--- src/rtl/etroc1_trigger_event_builder_pkg.sv ---
// etroc1_trigger_event_builder_pkg: marker tags, FSM state encoding and
// header/trailer word packing shared by the event builder and its bench.
package etroc1_trigger_event_builder_pkg;
    localparam logic [3:0] HDR_TAG_DEF = 4'hA;
    localparam logic [3:0] TRL_TAG_DEF = 4'hB;
    localparam int TAG_LSB  = 28;
    localparam int BID_LSB  = 24;
    localparam int WLEN_LSB = 16;
    localparam int NZ_LSB   = 16;
    localparam int LOW_LSB  = 0;

    typedef enum logic [1:0] {IDLE, CAPTURE, TRAILER} state_e;

    // header: tag | board | 4'h0 | window_len | evt_cnt
    function automatic logic [31:0] pack_header(logic [3:0] tag, logic [3:0] bid,
                                                logic [3:0] wlen, logic [15:0] cnt);
        return (32'(tag) << TAG_LSB) | (32'(bid) << BID_LSB) |
               (32'(wlen) << WLEN_LSB) | (32'(cnt) << LOW_LSB);
    endfunction

    // trailer: tag | board | nonzero count | xor checksum
    function automatic logic [31:0] pack_trailer(logic [3:0] tag, logic [3:0] bid,
                                                 logic [7:0] nz, logic [15:0] xsum);
        return (32'(tag) << TAG_LSB) | (32'(bid) << BID_LSB) |
               (32'(nz) << NZ_LSB) | (32'(xsum) << LOW_LSB);
    endfunction
endpackage

--- src/rtl/etroc1_trigger_event_builder_if.sv ---
// etroc1_trigger_event_builder_if: valid/ready event word stream.
interface etroc1_trigger_event_builder_if;
    logic [31:0] evt_data;
    logic        evt_valid;
    logic        evt_ready;
    modport master (output evt_data, output evt_valid, input evt_ready);
    modport slave  (input evt_data, input evt_valid, output evt_ready);
endinterface

--- src/rtl/etroc1_trigger_event_builder_fifo.sv ---
// etroc_sync_fifo: 32-bit show-ahead synchronous FIFO exposing its occupancy.
module etroc_sync_fifo #(
    parameter int DEPTH = 64,
    parameter int AW    = $clog2(DEPTH)
) (
    input  logic          clk,
    input  logic          rst_n,
    input  logic          push_i,
    input  logic [31:0]   wdata_i,
    input  logic          pop_i,
    output logic [31:0]   rdata_o,
    output logic          valid_o,
    output logic [AW:0]   count_o
);
    logic [31:0] mem_q [DEPTH];
    logic [AW-1:0] wr_q, rd_q;
    logic [AW:0] cnt_q;
    logic do_pop;

    assign do_pop  = pop_i && cnt_q != '0;
    assign valid_o = cnt_q != '0;
    assign rdata_o = valid_o ? mem_q[rd_q] : '0;
    assign count_o = cnt_q;

    always_ff @(posedge clk or negedge rst_n) begin
        if (!rst_n) begin
            wr_q  <= '0;
            rd_q  <= '0;
            cnt_q <= '0;
        end else begin
            if (push_i) wr_q <= wr_q + AW'(1);
            if (do_pop) rd_q <= rd_q + AW'(1);
            cnt_q <= cnt_q + (AW+1)'(push_i) - (AW+1)'(do_pop);
        end
    end

    always_ff @(posedge clk) begin
        if (push_i) mem_q[wr_q] <= wdata_i;
    end

    // upstream admission control must make this unreachable
    always_ff @(posedge clk) begin
        if (rst_n) assert (!(push_i && cnt_q == (AW+1)'(DEPTH)));
    end
endmodule

--- src/rtl/etroc1_trigger_event_builder.sv ---
// etroc1_trigger_event_builder: per-L1 cache readout framed as header/data/trailer
// words in an event FIFO drained over a valid/ready stream.
module etroc1_trigger_event_builder
    import etroc1_trigger_event_builder_pkg::*;
#(
    parameter int         FIFO_DEPTH = 64,
    parameter logic [3:0] HDR_TAG    = HDR_TAG_DEF,
    parameter logic [3:0] TRL_TAG    = TRL_TAG_DEF
) (
    input  logic        clk,
    input  logic        reset_n,
    input  logic        l1_trig_i,
    input  logic [3:0]  window_len_i,
    input  logic [3:0]  board_id_i,
    output logic        cache_trig_o,
    input  logic [31:0] cache_dout_i,
    output logic        busy_o,
    output logic [15:0] evt_cnt_o,
    output logic [15:0] trig_dropped_cnt_o,
    etroc1_trigger_event_builder_if.master evt
);
    localparam int AW = $clog2(FIFO_DEPTH);

    state_e state_q, state_d;
    logic [3:0] idx_q, idx_d, wlen_q, wlen_d, bid_q, bid_d;
    logic [15:0] xsum_q, xsum_d, evt_cnt_q, evt_cnt_d, drop_q, drop_d;
    logic [7:0] nz_q, nz_d;
    logic push, room;
    logic [31:0] wdata;
    logic [AW:0] occ;

    etroc_sync_fifo #(.DEPTH(FIFO_DEPTH)) u_fifo (
        .clk     (clk),
        .rst_n   (reset_n),
        .push_i  (push),
        .wdata_i (wdata),
        .pop_i   (evt.evt_ready),
        .rdata_o (evt.evt_data),
        .valid_o (evt.evt_valid),
        .count_o (occ)
    );

    // whole event (header + N data + trailer) must fit, judged before this cycle's pop
    assign room = (AW+1)'(FIFO_DEPTH) - occ >= (AW+1)'(window_len_i) + (AW+1)'(3);

    assign cache_trig_o       = state_q == CAPTURE;
    assign busy_o             = state_q != IDLE;
    assign evt_cnt_o          = evt_cnt_q;
    assign trig_dropped_cnt_o = drop_q;

    always_ff @(posedge clk or negedge reset_n) begin
        if (!reset_n) begin
            state_q   <= IDLE;
            idx_q     <= '0;
            wlen_q    <= '0;
            bid_q     <= '0;
            xsum_q    <= '0;
            nz_q      <= '0;
            evt_cnt_q <= '0;
            drop_q    <= '0;
        end else begin
            state_q   <= state_d;
            idx_q     <= idx_d;
            wlen_q    <= wlen_d;
            bid_q     <= bid_d;
            xsum_q    <= xsum_d;
            nz_q      <= nz_d;
            evt_cnt_q <= evt_cnt_d;
            drop_q    <= drop_d;
        end
    end

    always_comb begin
        state_d   = state_q;
        idx_d     = idx_q;
        wlen_d    = wlen_q;
        bid_d     = bid_q;
        xsum_d    = xsum_q;
        nz_d      = nz_q;
        evt_cnt_d = evt_cnt_q;
        drop_d    = drop_q;
        push      = 1'b0;
        wdata     = '0;
        case (state_q)
            IDLE: if (l1_trig_i && room) begin
                push      = 1'b1;
                wdata     = pack_header(HDR_TAG, board_id_i, window_len_i, evt_cnt_q);
                evt_cnt_d = evt_cnt_q + 16'd1;
                wlen_d    = window_len_i;
                bid_d     = board_id_i;
                xsum_d    = '0;
                nz_d      = '0;
                idx_d     = '0;
                state_d   = CAPTURE;
            end
            CAPTURE: begin
                push    = 1'b1;
                wdata   = cache_dout_i;
                xsum_d  = xsum_q ^ cache_dout_i[31:16] ^ cache_dout_i[15:0];
                nz_d    = nz_q + 8'(cache_dout_i != '0);
                idx_d   = idx_q + 4'd1;
                state_d = idx_q == wlen_q ? TRAILER : CAPTURE;
            end
            TRAILER: begin
                push    = 1'b1;
                wdata   = pack_trailer(TRL_TAG, bid_q, nz_q, xsum_q);
                state_d = IDLE;
            end
            default: state_d = IDLE;
        endcase
        if (l1_trig_i && !(state_q == IDLE && room) && drop_q != 16'hFFFF)
            drop_d = drop_q + 16'd1;
    end
endmodule

--- src/flat_wrapper.sv ---
// flat-port wrapper written by rule: the top's interface ports become plain ports
module etroc1_trigger_event_builder_flat import etroc1_trigger_event_builder_pkg::*;
#(
    parameter int         FIFO_DEPTH = 64,
    parameter logic [3:0] HDR_TAG    = HDR_TAG_DEF,
    parameter logic [3:0] TRL_TAG    = TRL_TAG_DEF
)
  (clk, reset_n, l1_trig_i, window_len_i, board_id_i, cache_trig_o, cache_dout_i, busy_o, evt_cnt_o, trig_dropped_cnt_o, evt_evt_data, evt_evt_valid, evt_evt_ready);
  etroc1_trigger_event_builder_if evt_i ();
  input  logic clk;
  input  logic reset_n;
  input  logic l1_trig_i;
  input  logic [3:0] window_len_i;
  input  logic [3:0] board_id_i;
  output logic cache_trig_o;
  input  logic [31:0] cache_dout_i;
  output logic busy_o;
  output logic [15:0] evt_cnt_o;
  output logic [15:0] trig_dropped_cnt_o;
  output wire logic [$bits(evt_i.evt_data)-1:0] evt_evt_data;
  output wire logic [$bits(evt_i.evt_valid)-1:0] evt_evt_valid;
  input wire logic [$bits(evt_i.evt_ready)-1:0] evt_evt_ready;
  assign evt_evt_data = evt_i.evt_data;
  assign evt_evt_valid = evt_i.evt_valid;
  assign evt_i.evt_ready = evt_evt_ready;
  etroc1_trigger_event_builder #(.FIFO_DEPTH(FIFO_DEPTH), .HDR_TAG(HDR_TAG), .TRL_TAG(TRL_TAG)) u_core (.clk(clk), .reset_n(reset_n), .l1_trig_i(l1_trig_i), .window_len_i(window_len_i), .board_id_i(board_id_i), .cache_trig_o(cache_trig_o), .cache_dout_i(cache_dout_i), .busy_o(busy_o), .evt_cnt_o(evt_cnt_o), .trig_dropped_cnt_o(trig_dropped_cnt_o), .evt(evt_i));
endmodule
--- config.mk ---
export PLATFORM = sky130hd
export DESIGN_NAME = etroc1_trigger_event_builder_flat
export DESIGN_NICKNAME = d
export VERILOG_FILES = /design/src/rtl/etroc1_trigger_event_builder_pkg.sv /design/src/rtl/etroc1_trigger_event_builder_if.sv /design/src/rtl/etroc1_trigger_event_builder_fifo.sv /design/src/rtl/etroc1_trigger_event_builder.sv /design/src/flat_wrapper.sv
export SDC_FILE = /design/constraint.sdc
export NUM_CORES = 2
export LEC_CHECK = 0
export CAP_MARGIN = 10
export CELL_PAD_IN_SITES_DETAIL_PLACEMENT = 0
export CELL_PAD_IN_SITES_GLOBAL_PLACEMENT = 2
export CORE_UTILIZATION = 40
export CTS_CLUSTER_DIAMETER = 100
export DETAILED_ROUTE_END_ITERATION = 8
export HOLD_SLACK_MARGIN = 0.02
export MAX_ROUTING_LAYER = met4
export PLACE_DENSITY_LB_ADDON = 0.1
export SLEW_MARGIN = 0
export SYNTH_ARGS = -nofsm -noshare
export SYNTH_HDL_FRONTEND = slang
export SYNTH_SLANG_ARGS = --single-unit
--- constraint.sdc ---
create_clock -name clk -period 4.1 [get_ports clk]
set_clock_uncertainty 0.05 [all_clocks]
set_input_delay 0.41 -clock clk [delete_from_list [all_inputs] [get_ports clk]]
set_output_delay 0.41 -clock clk [all_outputs]
set_load 0.1 [all_outputs]
==> metrics.md <==
| Metric | Value |
|---|---|
| Worst Path Arrival | 3670 ps |
| PD cells | 860.6 mW/mm² |
| IO Port Bufs | 110 |
| Max-slew violations | 0 |
| CP most frequent cell | buf_12 |
| Synth-to-layout area growth | 25.02% |
| Total power | 90020 µW |
| Worst VDD drop | 0.001242 V |
| Vias in the first global route | 44.87k |
| Synth top area cells | edfxtp_1 (74%), mux4_2 (11%), dfrtp_1 (2.7%) |
| Sink Count | 2137 |
| GRT overflow | 0 |
| Fin crit period | 4134 ps |
| WS Path Type | flop to primary output |
| Crit Path Max Fanout | 6 |
| Failing checks | setup timing |
| Final net count | 4827 |
| DIE AREA | 0.2110 mm² |
| Cts bufs inserted | 225 |
| CTS clk-pin slew, worst paths | 60 ps |
| GRT Util Overall | 25.22% |
| Crit path cell chain | buf_12 > buf_16 > buf_12 > buf_12 > buf_16 > mux4_2 > a2111oi_4 > buf_6 > a2111oi_4 > a21o_1 > buf_12 |
| I/O Pins | 111 |
| Top cells by count, synth | edfxtp_1 (2048), mux4_2 (411), mux2i_1 (204), nand2_1 (136), nor2_1 (109) |
| Setup TNS | -107.3 ps |
| Max_cap viols | 0 |
| Initial antenna violation count | 3 |
| Initial Utilization | 40.32% |
| RSZ-0062 raised after global routing | true |
| Buffers & Inverters on Critical Path | 7 |
| Clk buf depth | 3 |
| CP max-delay cell | dfrtp_4 |
| Lkg Pwr | 0.03454 µW |
| H-tree levels | 4 |
| Vias | 43.98k |
| Drt total wl | 256600 µm |
| Final Setup Violations | 4 |
| CP peak stage delay | 530 ps |
| Height of the die | 459.4 µm |
| Mapped Nets | 4161 |
| DR iter-0 viols | 4293 |
| Largest net degree at the start of global routing | 65 |
| Most common cell in the netlist | edfxtp_1 |
| FFs w/ async S/R, synth | 4.165% |
| Area of the core | 0.2075 mm² |
| Post-synth EDFFs | 2048 |
| Worst Hold Class | input port to async pin |
| Fillers | 16.67k |
| CP top delay family | buffers and inverters |
| Status | finished, violations left |
| Required time of the critical path | 3640 ps |
| First-pass GRT wire length | 359400 µm |
| Final hold violation count | 0 |
| Mean Syn Cell Area | 20.47 µm² |
| Synthesized area | 0.08367 mm² |
| Most used DFF post-synth | edfxtp_1 |
| Actual slew at the worst max-slew pin | 1157 ps |
| Share of layout cells above drive strength 1 | 34.08% |
| Detail Route Antenna Nets | 0 |
| CP Capture Type | primary output |
| M1 GR Usage | 34.39% |
| Clk Tree Root Cell | clkbuf_16 |
| CTS tree | done |
| TritonRoute pass-1 iters | 8 |
| Global routing usage on met3 | 3.315% |
| Dpl hpwl | 158900 µm |
| Vias/cell | 5.688 |
| Synthesized netlist cell count | 4087 |
| Area leader, netlist | edfxtp_1 |
| Clock Latency Late Sink | 860 ps |
| Grt peak-use layer | met2 |
| Synth top area share | 73.50% |
| Ys Warns | 0 |
| Max Freq | 0.2419 GHz |
| Sequential element share of the synthesized area | 76.17% |
| Netlist cell types | 69 |
| Worst setup margin | -34.37 ps |
| Residual DRC | 0 |
| Setup crit start kind | flop |
| Yosys reg bits | 2137 |
| Placer congestion estimate | 0.7974 |
| Avg WL per Cell | 33.19 µm |
| Core Rows | 167 |
| Fin crit share | 100.8% |
| Die Wd | 459.4 µm |
| GR Util met2 | 40.66% |
| Slew Limit Headroom | 22.55% |
-- registers in the layout, indices dropped and copies added (netlist names) --
signal,flops
u_core.u_fifo.mem_q,2048
u_core.evt_cnt_o,16
u_core.trig_dropped_cnt_o,16
u_core.xsum_q,16
u_core.nz_q,8
u_core.u_fifo.count_o,7
u_core.u_fifo.rd_q,6
u_core.u_fifo.wr_q,6
u_core.bid_q,4
u_core.idx_q,4
u_core.wlen_q,4
u_core.state_q,2
-- stage by stage --
step / hold slack (ps) / util, % / worst slack (ps) / std cells / cell area, µm²
floorplan: 64.41 / - / -291.6 / 4087 / 83810
global placement: 412.4 / 45.10 / -192.0 / 7178 / 93580
detailed placement: 413.9 / 45.10 / -122.0 / 7178 / 93580
CTS: 29.80 / 49.98 / -166.3 / 7688 / 103700
global route: 98.13 / 50.41 / -156.1 / 7732 / 104600
finish: 74.23 / 50.41 / -34.37 / 7732 / 104600
-- routing by layer --
layer  wire, µm  up-vias
li1           -    18480
met1     112100    23910
met2     126500     1301
met3      12710      285
met4       5265        0
met5          0        -
-- final cells by class --
class,count,area (µm²),area share (%)
clock buffer,291,5982,5.719
sequential,2137,63740,60.94
inverter,28,110.1,0.1053
multi-input combinational,1691,21030,20.10
clock inverter,125,1126,1.077
antenna,2,5.005,0.004785
timing repair buffer,670,9117,8.717
tap,2788,3488,3.335
-- cell families (layout without fill, tap and decap cells) --
family | count (synthesis) | after routing | share of synthesized area [%]
flops | 2137 | 2137 | 76.17
mux | 685 | 685 | 14.45
compound gates | 507 | 507 | 4.286
simple gates | 398 | 398 | 2.279
buf+inv | 259 | 1114 | 1.614
xor+xnor | 71 | 71 | 0.7522
fa+ha+maj | 30 | 30 | 0.4576
other cells | 0 | 2 | 0
-- placed cells by master (no fill, tap or decap), types with 59 or more instances in the layout --
cell type        instances
edfxtp_1              2048
mux4_2                 411
buf_4                  296
clkbuf_16              231
buf_12                 204
mux2i_1                181
nand2_1                118
dfrtp_1                 84
o22ai_1                 82
clkdlybuf4s50_1         75
nor2_4                  71
mux2_2                  69
a21oi_1                 59
clkbuf_1                59
-- report_power, final --
group          switching [µW]  internal, µW  leakage [µW]
sequential                777         29000        0.0198
clock                    8570         11200       0.00345
combinational           24400         16100        0.0112
total                   33800         56300        0.0345
-- worst register-to-register path: stages, from the launching register on --
cell,delay (ps)
dfrtp_1,410
inv_1,120
ha_2,220
nand2_1,70
xnor2_1,130
ha_1,310
a21oi_1,180
o21ai_2,80
o21a_1,200
or2_1,250
inv_2,70
ha_1,230
inv_1,60
ha_1,160
inv_1,60
fa_1,410
o21bai_1,140
a21oi_1,90
nor2_1,100
nor2_1,50
o21bai_1,140
xnor2_1,130
-- final timing paths --
path                                                    start                                  to  slack (ps)  cells past startpoint
max                         u_core.u_fifo.rd_q[0]$_DFFE_PN0P_                     evt_evt_data[8]         -30                     11
min                                                   reset_n          u_core.nz_q[6]$_DFFE_PN0P_          70                      2
max reg2reg                u_core.u_fifo.count_o[2]$_DFF_PN0_  u_core.u_fifo.count_o[6]$_DFF_PN0_         380                     21
min reg2reg                       u_core.bid_q[3]$_DFFE_PN0P_         u_core.bid_q[3]$_DFFE_PN0P_         430                      2
max in group asynchronous                             reset_n        u_core.xsum_q[8]$_DFFE_PN0P_        2980                      3
min in group clk                              window_len_i[1]        u_core.wlen_q[1]$_DFFE_PN0P_         230                      3
-- timing repair --
item / CTS / global route
hold endpoints to repair: 42 / 0
gates cloned: 29 / 3
endpoints found under the setup margin: 32 / 29
resized for setup: 304 / 99
hold buffers: 1 / 0
setup buffers: 70 / 41
pin swaps: 46 / 32
Note: power is estimated with default switching activity, not from simulation.
